[config.mk]
export PLATFORM = sky130hd
export DESIGN_NAME = gtfmac_vnc_rx_lat_run_ctrl
export DESIGN_NICKNAME = d
export VERILOG_FILES = /design/src/rtl/gtfmac_vnc_rx_lat_run_ctrl.sv
export SDC_FILE = /design/constraint.sdc
export NUM_CORES = 1
export LEC_CHECK = 0
export CELL_PAD_IN_SITES_DETAIL_PLACEMENT = 1
export CELL_PAD_IN_SITES_GLOBAL_PLACEMENT = 1
export CORE_ASPECT_RATIO = 2
export CORE_MARGIN = 2
export CORE_UTILIZATION = 41
export DETAILED_ROUTE_END_ITERATION = 8
export PLACE_DENSITY = 0.86
export SYNTH_ARGS = -nofsm -noshare
export SYNTH_HDL_FRONTEND = slang
export SYNTH_SLANG_ARGS = --single-unit
[constraint.sdc]
create_clock -name rx_axis_clk -period 4.1 [get_ports rx_axis_clk]
set_input_delay 0.82 -clock rx_axis_clk [delete_from_list [all_inputs] [get_ports rx_axis_clk]]
set_output_delay 0.82 -clock rx_axis_clk [all_outputs]
set_load 0.005 [all_outputs]
[src/rtl/gtfmac_vnc_rx_lat_run_ctrl.sv]
// Purpose: sequences latency-measurement runs on the RX monitor path. It arms a run,
//          starts it at the measured-run marker, counts N frames (or runs until abort),
//          and gates downstream latency capture through meas_enable.
// Ports:
//   rx_axis_clk / rx_axis_rst_n   clock, asynchronous active-low reset
//   ctl_run_start / ctl_run_abort run control pulses
//   ctl_frames_per_run            frames per run (0 = unbounded)
//   ctl_timeout                   idle cycles before timeout (0 = disabled)
//   din_*                         RX frame stream (ena/sop/eop/err/empty)
//   rx_start_measured_run         run start marker, coincident with a din_ena word
//   meas_enable, run_active, run_done, run_aborted, run_timeout   run status
//   stat_frames_rcvd/err/empty    saturating per-run frame statistics
//   run_state                     00 IDLE, 01 ARMED, 10 RUN, 11 FLUSH
module gtfmac_vnc_rx_lat_run_ctrl #(
  parameter int unsigned CNT_W = 32,
  parameter int unsigned TMO_W = 24
) (
  input  logic             rx_axis_clk,
  input  logic             rx_axis_rst_n,
  input  logic             ctl_run_start,
  input  logic             ctl_run_abort,
  input  logic [CNT_W-1:0] ctl_frames_per_run,
  input  logic [TMO_W-1:0] ctl_timeout,
  input  logic             din_ena,
  input  logic             din_sop,
  input  logic             din_eop,
  input  logic             din_err,
  input  logic             din_empty,
  input  logic             rx_start_measured_run,
  output logic             meas_enable,
  output logic             run_active,
  output logic             run_done,
  output logic             run_aborted,
  output logic             run_timeout,
  output logic [CNT_W-1:0] stat_frames_rcvd,
  output logic [CNT_W-1:0] stat_frames_err,
  output logic [CNT_W-1:0] stat_frames_empty,
  output logic [1:0]       run_state
);

  typedef enum logic [1:0] {
    ST_IDLE  = 2'b00,
    ST_ARMED = 2'b01,
    ST_RUN   = 2'b10,
    ST_FLUSH = 2'b11
  } state_e;

  state_e           state_q, state_d;
  logic             in_frame_q, in_frame_d;
  logic [CNT_W-1:0] n_q, n_d;
  logic [TMO_W-1:0] t_q, t_d;
  logic [TMO_W-1:0] idle_q, idle_d;
  logic [CNT_W-1:0] rcvd_q, rcvd_d;
  logic [CNT_W-1:0] err_q, err_d;
  logic [CNT_W-1:0] empty_q, empty_d;
  logic             aborted_q, aborted_d;
  logic             timeout_q, timeout_d;
  logic             meas_q, active_q, done_q;
  logic [1:0]       run_state_q;

  logic             eop_ev_c;
  logic             tmo_hit_c;
  logic             final_c;
  logic             clr_stats_c;
  logic             count_en_c;

  function automatic logic [CNT_W-1:0] sat_inc(input logic [CNT_W-1:0] v);
    return (v == '1) ? v : v + CNT_W'(1);
  endfunction

  // Frame-level events shared by the FSM and the statistics
  assign eop_ev_c  = din_ena & din_eop;
  assign tmo_hit_c = (t_q != '0) && !din_ena && (idle_q == t_q - TMO_W'(1));
  // The current eop is the last frame of a bounded run
  assign final_c   = (n_q != '0) && (rcvd_q == n_q - CNT_W'(1));

  // Run sequencing: next state, flags and latched configuration
  always_comb begin
    state_d     = state_q;
    n_d         = n_q;
    t_d         = t_q;
    aborted_d   = aborted_q;
    timeout_d   = timeout_q;
    clr_stats_c = 1'b0;
    count_en_c  = 1'b0;
    case (state_q)
      ST_IDLE: begin
        if (ctl_run_start && !ctl_run_abort) begin
          state_d     = ST_ARMED;
          n_d         = ctl_frames_per_run;
          t_d         = ctl_timeout;
          aborted_d   = 1'b0;
          timeout_d   = 1'b0;
          clr_stats_c = 1'b1;
        end
      end
      ST_ARMED: begin
        if (ctl_run_abort) begin
          state_d   = ST_IDLE;
          aborted_d = 1'b1;
        end else if (rx_start_measured_run) begin
          // A single-word marker frame is counted immediately
          count_en_c = eop_ev_c;
          state_d    = (eop_ev_c && final_c) ? ST_IDLE : ST_RUN;
        end else if (tmo_hit_c) begin
          state_d   = ST_IDLE;
          timeout_d = 1'b1;
        end
      end
      ST_RUN: begin
        if (eop_ev_c) begin
          count_en_c = 1'b1;
          // Final-count completion outranks a coincident abort
          if (final_c) begin
            state_d = ST_IDLE;
          end else if (ctl_run_abort) begin
            state_d   = ST_IDLE;
            aborted_d = 1'b1;
          end
        end else if (ctl_run_abort) begin
          aborted_d = 1'b1;
          state_d   = in_frame_q ? ST_FLUSH : ST_IDLE;
        end else if (tmo_hit_c) begin
          state_d   = ST_IDLE;
          timeout_d = 1'b1;
        end
      end
      ST_FLUSH: begin
        if (eop_ev_c) begin
          state_d = ST_IDLE;
        end else if (tmo_hit_c) begin
          state_d   = ST_IDLE;
          timeout_d = 1'b1;
        end
      end
      default: state_d = ST_IDLE;
    endcase
  end

  // Saturating frame statistics
  always_comb begin
    rcvd_d  = rcvd_q;
    err_d   = err_q;
    empty_d = empty_q;
    if (clr_stats_c) begin
      rcvd_d  = '0;
      err_d   = '0;
      empty_d = '0;
    end else if (count_en_c) begin
      rcvd_d = sat_inc(rcvd_q);
      if (din_err)   err_d   = sat_inc(err_q);
      if (din_empty) empty_d = sat_inc(empty_q);
    end
  end

  // Frame tracking and idle counter (cleared by traffic or any state change)
  always_comb begin
    in_frame_d = in_frame_q;
    if (eop_ev_c) begin
      in_frame_d = 1'b0;
    end else if (din_ena && din_sop) begin
      in_frame_d = 1'b1;
    end

    idle_d = idle_q;
    if (din_ena || (state_d != state_q)) begin
      idle_d = '0;
    end else if ((state_q != ST_IDLE) && (idle_q != '1)) begin
      idle_d = idle_q + TMO_W'(1);
    end
  end

  // State, configuration, statistics and registered outputs
  always_ff @(posedge rx_axis_clk or negedge rx_axis_rst_n) begin
    if (!rx_axis_rst_n) begin
      state_q     <= ST_IDLE;
      in_frame_q  <= 1'b0;
      n_q         <= '0;
      t_q         <= '0;
      idle_q      <= '0;
      rcvd_q      <= '0;
      err_q       <= '0;
      empty_q     <= '0;
      aborted_q   <= 1'b0;
      timeout_q   <= 1'b0;
      meas_q      <= 1'b0;
      active_q    <= 1'b0;
      done_q      <= 1'b0;
      run_state_q <= 2'b00;
    end else begin
      state_q     <= state_d;
      in_frame_q  <= in_frame_d;
      n_q         <= n_d;
      t_q         <= t_d;
      idle_q      <= idle_d;
      rcvd_q      <= rcvd_d;
      err_q       <= err_d;
      empty_q     <= empty_d;
      aborted_q   <= aborted_d;
      timeout_q   <= timeout_d;
      meas_q      <= (state_d == ST_RUN);
      active_q    <= (state_d != ST_IDLE);
      done_q      <= (state_q != ST_IDLE) && (state_d == ST_IDLE);
      run_state_q <= state_d;
    end
  end

  assign meas_enable       = meas_q;
  assign run_active        = active_q;
  assign run_done          = done_q;
  assign run_aborted       = aborted_q;
  assign run_timeout       = timeout_q;
  assign stat_frames_rcvd  = rcvd_q;
  assign stat_frames_err   = err_q;
  assign stat_frames_empty = empty_q;
  assign run_state         = run_state_q;

endmodule

Yosys cells after proc, flatten, opt, wreduce, memory -nomap -nowiden:

Cells that the tools add are included.

* reduce and logical (&&, ||, !) cells: 29
* mux-type cells: 45
* bitwise gates (word level): 1
* equal/unequal tests: 21
* add/sub/neg operators: 6

Operator list (count)
* $mux 32: 11
* $add 32x1->32 const B: 3
* $eq 32x32->1 const B: 3
* $mux 24: 2
* $eq 32x32->1: 1
* $reduce_bool 32->1: 1
* $sub 32x1->32 const B: 1
* $add 24x1->24 const B: 1
* $eq 24x24->1: 1
* $ne 24x24->1 const B: 1
* $reduce_bool 24->1: 1
* $sub 24x1->24 const B: 1
* $mux 2: 11
* $ne 2x2->1 const B: 9
* $mux 1: 17
* $reduce_bool 2->1: 7
* $reduce_and 3->1: 3
* $logic_and 1x1->1: 8
* $pmux 2 s4: 1
* $eq 2x2->1 const B: 3
* $reduce_and 6->1: 1
* $logic_not 2->1: 2
* $pmux 1 s4: 1
* $reduce_and 2->1: 2
* other kinds (9): 10

* bits in registers: 184
* input port bits: 66
* logic and storage cells: 115

Logic depth before layout (Yosys ltp):

* depth in word-level cells: 11
* depth in mapped cells: 14
* gate-level depth less buffers: 13

Least setup slack after synthesis:

Ideal clock, no wire load.

* kind: reg2reg
* from: reg n_q[0]
* to: reg idle_q[13]
* required time: 3.979 ns
* slack: 0.347 ns
* cell stages (with the launch flop): 15
* arrival time: 3.632 ns
* library setup time: 0.121 ns
* cell sequence: dfrtp_1 > inv_1 > ha_1 > buf_1 > o21ba_2 > a221oi_1 > a41oi_1 > or4_1 > or4_1 > or4_4 > nor3_4 > o21a_1 > a2111o_2 > buf_2 > nor2_1

* cells in the longest elaborated chain, start to end: 11
* elaborated cells on any way between the ends: 15

RTL lines
* from (decl): line 50 `logic [CNT_W-1:0] n_q, n_d;`
* from (signal assigned): line 193 `n_q <= n_d;`
* $sub 32x1->32: line 75 `assign final_c = (n_q != '0) && (rcvd_q == n_q - CNT_W'(1));`
* $eq 32x32->1: line 75
* $logic_and 1x1->1 *: line 75
* $logic_and 1x1->1: line 104 `state_d = (eop_ev_c && final_c) ? ST_IDLE : ST_RUN;`
* $mux 2: line 104
* $mux 2: line 101 `end else if (rx_start_measured_run) begin`
* $mux 2: line 98 `if (ctl_run_abort) begin`
* $pmux 2 s4 *: line 86 `case (state_q)`
* $ne 2x2->1 *: line 166 `if (din_ena || (state_d != state_q)) begin`
* $logic_or 1x1->1 *: line 166
* $mux 24 / $reduce_bool 2->1 (equally long branches)
* to (signal assigned): line 195 `idle_q <= idle_d;`
* to (decl): line 52 `logic [TMO_W-1:0] idle_q, idle_d;`

Every way passes the cells marked *; elsewhere a longest branch is shown, timed or not.
A chain may end at the register's enable or synchronous reset.

Final worst setup path:

* from: reg n_q[15]
* to: reg idle_q[13]

Same word-level chain as after synthesis.

==> reports/qor.txt <==
measured slew at the worst slew-check pin = 847.5 ps
fin worst setup slack = 180.7 ps
largest net degree at the start of global routing = 159
worst path arrival time = 4300 ps
metal2 WL = 19970 um
period utilisation layout = 0.9559
top sig layer = met4
Synth Area in Simple Gates = 0.3058
Syn. warnings = 0
# fillers = 3006
Worst Setup SP = n_q[15]
Critical R2R Launch = n_q[15]
DR iter-0 viols = 537
Detail Route met3 WL = 926 um
final net count = 1493
CTS Buffer Depth = 2
Routed Antenna Nets = 0
reg2reg end = idle_q[13]
post-synthesis mux area share = 0.005724
Highest Clock Rate = 0.2552 GHz
height of the die = 232.6 um
largest family of logic cells by synthesized area = simple AND/OR/NAND/NOR gates
count of maximum capacitance violations = 0
drt pass-1 iters = 4
Yosys reg bits = 184
DR vias/cell = 5.668
sequential element share of the synthesized area = 0.4299
Synth Area in Adders = 0.01636
routability cong. = 0.9521
min Tclk post-route = 3919 ps
Worst Clk Skew = 12.31 ps
dominant cells by area after synthesis = dfrtp_1 43%, xor2_1 7.9%, nand2_1 7.6%
final WL = 36290 um
DR vias = 10020
crit path max fanout = 24
pre-CTS setup slack = 38.55 ps
Die W = 118.3 um
DIE AREA = 27510 sq um
Cell variety after synth = 76
pwr/cell area = 542.3 nW/um^2
Layout area overhead = 27.39%
port bufs = 168
setup TNS = 0 ps
Clock Latency Late Sink = 460 ps
post-synthesis net count = 1309
Syn Area/Cell = 8.715 sq um
cells on worst reg2reg path = 11
Cell Area, Synth = 10710 sq um
CTS buffer count = 17
ys async rst share = 1.000
FF/Latch Area = 4604 sq um
H-tree levels = 4
DRC Markers = 0
compound-cell area share of the yosys netlist = 0.07290
CTS tree = built
dpl hpwl = 27190 um
worst hold-check path type = primary input to async pin
met1 wire length = 12660 um
footprint of the multi-input gates = 5853 sq um
Initial Utilization = 0.4175
gate count of the mapped netlist = 1229
WL per Instance = 20.54 um
final hold vios = 0
GRT overflow = 0
leakage = 5.898 nW
CP required = 4480 ps
Max VDD drop = 327.8 uV
Rel. slew slack = 0.4350
Synth Area in XOR/XNOR = 0.1447
Std-Cell Rows = 83
CP Capture Type = flip-flop
fin area = 13640 sq um
Root Buffer Master = clkbuf_16
first-pass GRT wire length = 58220 um
core area = 25650 sq um
post_cts resized = 0
Final Setup Violations = 0
Total Routing Usage GR = 0.2713
final slew viol count = 0
Crit Path Class = flip-flop to flip-flop
initial antenna violation count = 1
Yosys top cell by area = dfrtp_1
status = completed
Post-DP Area = 12980 sq um
# clock sinks = 184
CTS clock-pin slew for the worst setup and hold paths = 70 ps
io pins = 169
Top FF cell, synth = dfrtp_1
crit start category = flip-flop
Tot Pwr = 0.007399 W
vias in the first global route = 10950
post-synth top area share = 0.4299
Util after Layout = 0.5319
CTS Hold Buffers Added = 0
worst reg2reg setup slack = 180 ps
proportion of layout cells with a drive suffix above 1 = 0.07433
most frequent cells in the layout = 215 x nand2_1, 184 x dfrtp_1, 167 x nor2_1, 167 x clkdlybuf4s50_1, 97 x xor2_1
commonest non-fill, non-tap cell in the layout = nand2_1
number of synthesized flops with an enable pin = 0
per-layer routing:
metal	up-vias	track usage
li1	4588	-
met1	5045	0.2661
met2	253	0.5098
met3	130	0.04363
met4	0	0.1920
met5	-	0
registers in the layout (all words and copies together) (netlist names):
| signal | cells |
|---|---|
| stat_frames_rcvd | 32 |
| run_timeout | 1 |
| run_state | 2 |
| stat_frames_err | 32 |
| n_q | 32 |
| run_done | 1 |
| run_aborted | 1 |
| meas_enable | 1 |
| t_q | 24 |
| run_active | 1 |
| in_frame_q | 1 |
| idle_q | 24 |
| stat_frames_empty | 32 |
cells in the mapped netlist, types with 3 or more instances:
cell type / count
nor3_1: 30
or4_1: 11
clkbuf_1: 40
nor4_1: 17
a2111oi_0: 5
nor2b_1: 5
xor2_1: 97
or3_1: 22
nand4b_1: 4
nor3b_1: 4
or4_4: 3
and4_1: 8
or2_2: 7
o21ai_0: 26
o21a_1: 3
nor2_1: 168
nand2_1: 216
a211o_1: 4
nand3_1: 56
and2_1: 5
mux2i_1: 5
nor4_2: 3
a31oi_1: 5
o41ai_1: 3
o31ai_1: 4
nand2b_1: 10
nand3b_1: 5
a21oi_1: 29
buf_2: 3
ha_1: 14
xnor2_1: 80
inv_1: 21
and3_1: 37
nand4_1: 40
dfrtp_1: 184
critical path, stage by stage, from the launching register on:
cell and delay, ps:
dfrtp_1 490, or4_1 710, or2_2 370, nor3_1 240, mux2_2 370, o21ai_0 310
nand4b_1 210, nor4b_1 300, a2111oi_0 130, a2111o_2 390, buf_12 170, nor2_1 150
where the power goes:
part           internal [W]  switching (W)  total, W
logic               0.00117        0.00162   0.00279
registers           0.00216       0.000595   0.00275
clock network       0.00111       0.000736   0.00185
total               0.00445        0.00295   0.00740
what timing repair did:
| action | CTS | global route |
|---|---|---|
| setup buffers | 0 | 2 |
| hold endpoints to repair | 0 | 0 |
| setup endpoints to repair | 0 | 17 |
area by class of cell:
cell class,count,share of cell area
well taps,340,0.03118
inverters,22,0.006052
clock buffers,21,0.03375
multi-input cells,978,0.4290
flip-flops and latches,184,0.3375
clock inverters,11,0.01394
diodes,1,0.0001834
repair buffers,210,0.1485
through the flow:
stage | instances | hold slack (ps)
floorplan | 1229 | 478.5
global placement | 1732 | 521.6
detailed placement | 1732 | 530.7
CTS | 1764 | 456.9
global route | 1767 | 463.5
finish | 1767 | 390.4
kinds of logic (layout without fill, tap and decap cells):
kind of cell               count (synthesis)  count (layout)
adders and majority gates                 14              14
xor gates and xnor gates                 177             177
muxes                                      6               6
AOI/OAI and AO/OA                        113             113
and+or+nand+nor                          668             668
buffers and inverters                     67             264
other                                      0               1
DFF                                      184             184
worst max-delay path by stage:
| stage | end | slack (ps) | cells past startpoint |
|---|---|---|---|
| detailed placement | run_active | 40 | 11 |
| global route | run_done | -20 | 13 |
| global placement | run_active | 130 | 11 |
| finish | idle_q[13] | 180 | 11 |
| CTS | run_done | 130 | 13 |
| floorplan | idle_q[13] | 350 | 14 |
Note: power is estimated with default switching activity, not from simulation.
